<file path="config.mk">
export PLATFORM = sky130hd
export DESIGN_NAME = led_breathe
export DESIGN_NICKNAME = d
export VERILOG_FILES = /design/src/rtl/led_pkg.sv /design/src/rtl/led_breathe_pwm_gen.sv /design/src/rtl/led_breathe.sv
export SDC_FILE = /design/constraint.sdc
export NUM_CORES = 1
export LEC_CHECK = 0
export ABC_CLOCK_PERIOD_IN_PS = 6700
export CAP_MARGIN = 20
export CORE_UTILIZATION = 50
export DETAILED_ROUTE_END_ITERATION = 7
export PLACE_DENSITY = 0.68
export SETUP_SLACK_MARGIN = 0.1
export SYNTH_ARGS = -nofsm -noshare
export SYNTH_HDL_FRONTEND = slang
export SYNTH_HIERARCHICAL = 1
export SYNTH_SLANG_ARGS = --single-unit
</file>
<file path="constraint.sdc">
create_clock -name clk -period 6.7 [get_ports clk]
set_input_delay 1.005 -clock clk [delete_from_list [all_inputs] [get_ports clk]]
set_output_delay 1.005 -clock clk [all_outputs]
set_load 0.005 [all_outputs]
</file>
<file path="src/rtl/led_pkg.sv">
// led_pkg: shared constants for the LED breathing block.
// Holds the phase encodings reported on led_breathe.phase, the board clock
// frequency, and a counter-width helper.
package led_pkg;

  // Default board clock frequency.
  localparam int unsigned CLK_HZ = 25_000_000;

  // Breathing FSM phase encodings. These values appear directly on the phase port.
  localparam logic [1:0] UP      = 2'd0;
  localparam logic [1:0] HOLD_HI = 2'd1;
  localparam logic [1:0] DOWN    = 2'd2;
  localparam logic [1:0] HOLD_LO = 2'd3;

  // Bits needed to count 0..n-1. Always returns at least 1.
  function automatic int unsigned cnt_width(input int unsigned n);
    return (n > 1) ? $clog2(n) : 1;
  endfunction

endpackage

</file>
<file path="src/rtl/led_breathe_pwm_gen.sv">
// pwm_gen: free-running PWM counter plus the registered LED compare.
// The counter runs on every clock, whether or not en is set. en only gates
// the registered LED drive.
module pwm_gen
  import led_pkg::*;
#(
  parameter int unsigned PWM_BITS = 8
) (
  input  logic                clk,
  input  logic                rst,
  input  logic                en,
  input  logic [PWM_BITS-1:0] duty_eff,
  output logic                led
);

  logic [PWM_BITS-1:0] pwm_cnt;

  // Free-running PWM period counter that wraps at 2^PWM_BITS.
  always_ff @(posedge clk or posedge rst) begin
    if (rst) pwm_cnt <= '0;
    else     pwm_cnt <= pwm_cnt + 1'b1;
  end

  // Registered compare. led is high for duty_eff counts of every period.
  always_ff @(posedge clk or posedge rst) begin
    if (rst) led <= 1'b0;
    else     led <= en & (pwm_cnt < duty_eff);
  end

endmodule

</file>
<file path="src/rtl/led_breathe.sv">
// led_breathe: LED breathing controller.
// Ramps duty up, holds it at the top, ramps it down, holds it at the bottom,
// and repeats. One duty step happens per prescaler tick.
// Build option: define LED_BREATHE_GAMMA_EN to drive the PWM with
// (duty*duty)>>PWM_BITS instead of the linear duty. The duty output stays linear.
module led_breathe
  import led_pkg::*;
#(
  parameter int unsigned PWM_BITS    = 8,
  parameter int unsigned STEP_CYCLES = 97_656,
  parameter int unsigned HOLD_STEPS  = 64
) (
  input  logic                clk,
  input  logic                rst,
  input  logic                en,
  output logic                led,
  output logic [PWM_BITS-1:0] duty,
  output logic [1:0]          phase
);

  localparam int unsigned PS_W = cnt_width(STEP_CYCLES);
  localparam int unsigned HC_W = cnt_width(HOLD_STEPS);

  localparam logic [PS_W-1:0]     PS_LAST  = PS_W'(STEP_CYCLES - 1);
  localparam logic [HC_W-1:0]     HC_LAST  = HC_W'(HOLD_STEPS - 1);
  localparam logic [PWM_BITS-1:0] DUTY_MAX = '1;

  logic [PS_W-1:0]     ps;
  logic                tick;
  logic [1:0]          state;
  logic [HC_W-1:0]     hold_cnt;
  logic [PWM_BITS-1:0] duty_eff;

  // Terminal-count tick. It only fires while enabled, so a gated block stays frozen.
  always_comb begin
    tick = en & (ps == PS_LAST);
  end

  // Step prescaler. It counts only while enabled and wraps after the tick.
  always_ff @(posedge clk or posedge rst) begin
    if (rst)       ps <= '0;
    else if (en) begin
      if (tick)    ps <= '0;
      else         ps <= ps + 1'b1;
    end
  end

  // Breathing FSM. On each tick it steps duty or the hold counter, and it saturates at both ends.
  always_ff @(posedge clk or posedge rst) begin
    if (rst) begin
      state    <= UP;
      duty     <= '0;
      hold_cnt <= '0;
    end else if (tick) begin
      case (state)
        UP: begin
          if (duty == DUTY_MAX) begin
            state    <= HOLD_HI;
            hold_cnt <= '0;
          end else begin
            duty <= duty + 1'b1;
          end
        end
        HOLD_HI: begin
          if (hold_cnt == HC_LAST) state    <= DOWN;
          else                     hold_cnt <= hold_cnt + 1'b1;
        end
        DOWN: begin
          if (duty == '0) begin
            state    <= HOLD_LO;
            hold_cnt <= '0;
          end else begin
            duty <= duty - 1'b1;
          end
        end
        HOLD_LO: begin
          if (hold_cnt == HC_LAST) state    <= UP;
          else                     hold_cnt <= hold_cnt + 1'b1;
        end
        default: state <= UP;
      endcase
    end
  end

  // Phase reports the state register directly.
  always_comb begin
    phase = state;
  end

`ifdef LED_BREATHE_GAMMA_EN
  logic [2*PWM_BITS-1:0] duty_sq;

  // Gamma stage. The square is formed at full double width, and its upper half becomes the PWM duty.
  always_comb begin
    duty_sq  = {{PWM_BITS{1'b0}}, duty} * {{PWM_BITS{1'b0}}, duty};
    duty_eff = duty_sq[2*PWM_BITS-1:PWM_BITS];
  end
`else
  // Linear stage. The PWM duty is the ramp value itself.
  always_comb begin
    duty_eff = duty;
  end
`endif

  pwm_gen #(
    .PWM_BITS (PWM_BITS)
  ) u_pwm (
    .clk      (clk),
    .rst      (rst),
    .en       (en),
    .duty_eff (duty_eff),
    .led      (led)
  );

endmodule

</file>
== After elaboration in Yosys (flattened, before gate mapping) ==
Index checks and enable logic that the tools add are counted.

* Add/sub/neg operators: 5
* Multiply operators: 0
* Div/mod/pow operators: 0
* $lt $le $gt $ge: 1
* Eq/ne operators: 13
* Shifts and indexed selects: 0
* Muxes and demuxes: 13
* Bitwise gates (word level): 2
* Reductions and logical operators: 7

{| class="wikitable"
|+ Operators by type and width
! cell !! number
|-
| $mux W6 || 3
|-
| $pmux W6 S3 || 1
|-
| $add A17 B1 Y17 const B || 1
|-
| $eq A17 B17 Y1 const B || 1
|-
| $mux W17 || 1
|-
| $add A8 B1 Y8 const B || 2
|-
| $mux W8 || 2
|-
| $pmux W8 S2 || 1
|-
| $ne A2 B2 Y1 const B || 7
|-
| $eq A8 B8 Y1 const B || 1
|-
| $logic_not A8 Y1 || 1
|-
| $lt A8 B8 Y1 || 1
|-
| $mux W2 || 4
|-
| $pmux W2 S4 || 1
|-
| $reduce_and A4 Y1 || 2
|-
| $sub A8 B1 Y8 const B || 1
|-
| $add A6 B1 Y6 const B || 1
|-
| $eq A6 B6 Y1 const B || 1
|-
| $reduce_and A5 Y1 || 1
|-
| $eq A2 B2 Y1 const B || 2
|-
| $and A1 B1 Y1 || 2
|-
| $eq A2 B1 Y1 const B || 1
|-
| $logic_not A2 Y1 || 1
|-
| $reduce_bool A2 Y1 || 1
|-
| $reduce_or A2 Y1 || 1
|}

* Register bits after elaboration: 42
* Bits in latches: 0
* Memory bits (writable): 0
* ROM bits: 0
* Logic and storage cells: 47
* Memories kept: 0

== Longest topological paths before layout ==
* Word-level depth: 4
* Mapped depth: 10
* Depth with buffers taken out: 9

== Hierarchy ==
The synthesis kept the hierarchy.

{| class="wikitable"
|+ By module, submodules not included
! module !! instances !! cells an instance !! area each (um^2) !! seq. area each (um^2)
|-
| led_breathe || 1 || 214 || 2,110.8 || 825.8
|-
| pwm_gen || 1 || 46 || 519.2 || 225.2
|}

== Worst setup path after synthesis ==
OpenSTA, ideal clock, no wires.

* Path kind: register to register
* Start: register state[0] (netlist: phase[0])
* End: register duty[6]
* Arrival time: 2.440 ns
* Data required time: 6.621 ns
* Path slack: 4.180 ns
* Stages on the path, launching flop included: 11
* Period minus slack after synthesis: 2.520 ns
* Cell sequence: dfrtp_1 -> inv_1 -> ha_1 -> clkbuf_1 -> xor2_1 -> ha_1 -> or3_1 -> a21oi_1 -> o211ai_1 -> a311oi_2 -> xor2_1

* Cells in the longest elaborated chain, start to end: 3

{| class="wikitable"
|+ Ends and longest elaborated chain
! element !! line !! text
|-
| from (decl) || led_breathe.sv:30 || <nowiki>logic [1:0] state;</nowiki>
|-
| from (signal assigned) || led_breathe.sv:51 || <nowiki>state <= UP;</nowiki>
|-
| from (signal assigned) || led_breathe.sv:58 || <nowiki>state <= HOLD_HI;</nowiki>
|-
| from (signal assigned) || led_breathe.sv:65 || <nowiki>if (hold_cnt == HC_LAST) state <= DOWN;</nowiki>
|-
| $eq A2 B2 Y1 / $logic_not A2 Y1 (equally long branches) || led_breathe.sv:55 || <nowiki>case (state)</nowiki>
|-
| $ne A2 B2 Y1 (no source line) / $reduce_bool A2 Y1 (equally long branches) || n/a ||
|-
| $reduce_and A4 Y1 (no source line) || n/a ||
|-
| to (signal assigned) || led_breathe.sv:61 || <nowiki>duty <= duty + 1'b1;</nowiki>
|-
| to (signal assigned) || led_breathe.sv:73 || <nowiki>duty <= duty - 1'b1;</nowiki>
|-
| to (decl) || led_breathe.sv:17 || <nowiki>output logic [PWM_BITS-1:0] duty,</nowiki>
|}

Parallel ways exist; a longest one is shown, timed or not.
A chain may end at the register's enable or synchronous reset.

== Final worst setup path ==
* Start: input port en
* End: register state[1] (netlist: phase[1])

* Cells in the longest elaborated chain, start to end: 2

{| class="wikitable"
|+ Ends and longest elaborated chain
! element !! line !! text
|-
| from (decl) || led_breathe.sv:15 || <nowiki>input logic en,</nowiki>
|-
| $and A1 B1 Y1 || led_breathe.sv:36 || <nowiki>tick = en & (ps == PS_LAST);</nowiki>
|-
| $reduce_and A5 Y1 (no source line) || n/a ||
|}

No other way between the ends.

==> impl_metrics.ini <==
[cts]
numCtsBuffers = 5
cts.sinks = 42
cts_tree = yes
cts_resized = 0
cts_setup_buffers = 0
hold_buffers = 0
path_clk_slew_ns = 0.09
clockBufferDepth = 2
htreeDepth = 2
cts_root_buf = clkbuf_8
clk_latency_ns = 0.30

[placed_design]
port_buffers = 13
hpwl_microns = 3320
gp_congestion = 0.793
dp.cells = 333
place_area_sq_um = 2780
pre_cts_ws_ns = 3.22

[cells_and_area]
multi_input_area_sq_um = 1440
drive_gt1_frac = 0.0959
n_antenna_cell = 0
final-seq-area_sq_um = 1050
fill_cells = 477
final_cells = 341
syn_to_final_growth_pct = 9.94
final_nets = 289
design_area_sq_um = 2890

[synth]
yosys.area_share.simple = 0.210
synthArstFlopShare = 1.00
yosysMostFrequentCell = dfrtp_1
netlist_top_cells_count = dfrtp_1, nand2_1
synth_cells = 260
synth_top_cell_by_area = dfrtp_1
muxShareOfSynthArea = 0.0214
ys_warn_count = 6
synth-xor-area-share = 0.0932
synth_area_leaders = dfrtp_1, ha_1, xor2_1
synth_area_per_cell_sq_um = 10.1
ys_types = 55
seq_area_frac_synth = 0.400
synth-seq-cells = 42
synth_edf_count = 0
synthFlopType = dfrtp_1
synth_area_sq_um = 2630
synth_fa_ha_area_frac = 0.0761
synth_compound_area_frac = 0.147
synth_top_family_by_area = simple AND/OR/NAND/NOR gates
synth_top_area_share = 0.400
synthesis.nets = 279

[pwr]
irDropWorstVdd_mv = 0.140
powerDensity_nw_per_um2 = 179
swShare = 0.241
p_comb_frac = 0.063
pwr-share-clk = 0.388
p_leak_nw = 1.24
p_seq_frac = 0.549
p_int_mw = 0.393
p_switching_mw = 0.125

[sta]
tightest_slew_ns = 0.722
timing.final.crit_share = 0.475
worst_slew_margin_rel = 0.519
hold_viol = 0
timing.setup.tns_ns = 0
holdWs_ns = 0.487
fin_crit_ns = 3.18
rsz0062_at_grt = false
skew_ns = 0.00929
max_freq_mhz = 314
setup_viol = 0
setup_slack_ns = 3.52
maxSlewViolCount = 0

[floorplan]
die_y_microns = 74.5
die_area_sq_um = 5550
ios = 14
core_area_sq_um = 5070
rows = 26
fp.dieW_microns = 74.5
initial_core_util = 0.518

[setup_path]
crit_chain = clkdlybuf4s50_1 > and3_1 > nand4_1 > a2111oi_4 > and2b_4 > mux2_4
path_buf_inv = 1
cp-end-kind = register
setup.worst_path.start = en
reg2reg_to = duty[6]
cpPeakStageDelay_ns = 0.73
path_max_fanout = 13
cpLargestDelayFamily = compound AO/OA/AOI/OAI gates
ff2ff_path_depth = 9
cp_data_arrival_time_ns = 3.37
r2r_start = phase[0]
rrSetupSlack_ns = 3.90
critPathKind = input pin to register
cp-start-kind = input pin
worst_path_max_delay_cell = a2111oi_4
cp.required_ns = 6.89

[drt]
drt-initial-drc-count = 144
routedWlPerCell_microns = 13.9
routed_wl_microns = 4750
viasPerCell = 5.65
drt_first_pass_iters = 4
num_vias = 1926
antenna_left = 0
drc = 0

[grt]
grt_antenna_before_repair = 0
grt_pass1_wl_microns = 8400
grt_overflow = 0
grt_pass1_vias = 1812
grt.total_usage = 0.199
grt_max_degree = 34

[min_path]
hold_start = ps[16]
holdPathStages = 1
min_to = ps[16]
min-delay-path-class = register to register

[job]
drv_cap = 0

[run_status]
status = finished, final reports clean
through the flow:
| step | utilization | power (mW) |
|---|---|---|
| after floorplan | - | 0.311 |
| after global placement | 0.548 | 0.322 |
| after detailed placement | 0.548 | 0.323 |
| after CTS | 0.570 | 0.523 |
| after global routing | 0.570 | 0.543 |
| final | 0.570 | 0.518 |
state kept, by name (all words and copies together), names as in the netlist:
name and count:
duty 8, hold_cnt 6, phase 2, ps 17, u_pwm/led 1, u_pwm/pwm_cnt 8
placed cells by master, fill, tap and decap left out, drive strengths merged, types with 4 or more instances in the layout:
| cell | count |
|---|---|
| nand2 | 18 |
| o21ai | 8 |
| and3 | 5 |
| nor4 | 4 |
| a211oi | 4 |
| or3 | 8 |
| clkdlybuf4s50 | 13 |
| ha | 16 |
| xnor2 | 12 |
| nand4 | 6 |
| clkbuf | 6 |
| nor2 | 16 |
| nor3 | 4 |
| and4 | 5 |
| nand3b | 4 |
| inv | 16 |
| dfrtp | 42 |
| xor2 | 16 |
| nand3 | 12 |
| a21oi | 13 |
layer usage:
metal  share of wire  wire length, microns  track usage  vias to the layer above
li1                -                     -            -                      954
met1            0.47                  2250        0.259                      940
met2            0.48                  2300        0.330                       27
met3           0.028                   131       0.0420                        5
met4           0.014                    68       0.0692                        0
met5               0                     0            0                        -
worst max path at each step:
| stage | endpoint | slack, ns | cells past startpoint |
|---|---|---|---|
| 2_1_floorplan | duty[6] | 4.18 | 10 |
| 3_3_place_gp | phase[1] | 3.27 | 6 |
| 3_5_place_dp | phase[1] | 3.22 | 6 |
| 4_1_cts | phase[1] | 3.53 | 6 |
| 5_1_grt | phase[1] | 3.37 | 6 |
| 6_report | phase[1] | 3.52 | 6 |
kinds of logic (layout without fill, tap and decap cells):
family	count (synthesis)	in the layout
AND/OR/NAND/NOR	92	92
flip-flops	42	42
buffers and inverters	28	39
XOR/XNOR	28	28
multiplexers	5	5
adder cells (fa/ha/maj)	16	16
AO/OA/AOI/OAI	49	49
power by group through the flow:
stage / combinational, mW / clock, mW / sequential, mW
after detailed placement: 0.0334 / 0 / 0.290
after CTS: 0.0337 / 0.205 / 0.285
after global routing: 0.0389 / 0.216 / 0.288
after floorplan: 0.0256 / 0 / 0.286
final: 0.0327 / 0.201 / 0.284
after global placement: 0.0327 / 0 / 0.289
layout make-up:
| type | count | share of cell area |
|---|---|---|
| inverters | 17 | 0.0221 |
| clock buffers | 6 | 0.0251 |
| well taps | 70 | 0.0303 |
| flip-flops and latches | 42 | 0.363 |
| multi-input cells | 190 | 0.498 |
| clock inverters | 2 | 0.0130 |
| repair buffers | 14 | 0.0476 |
Power figures use the tool's default switching activity.
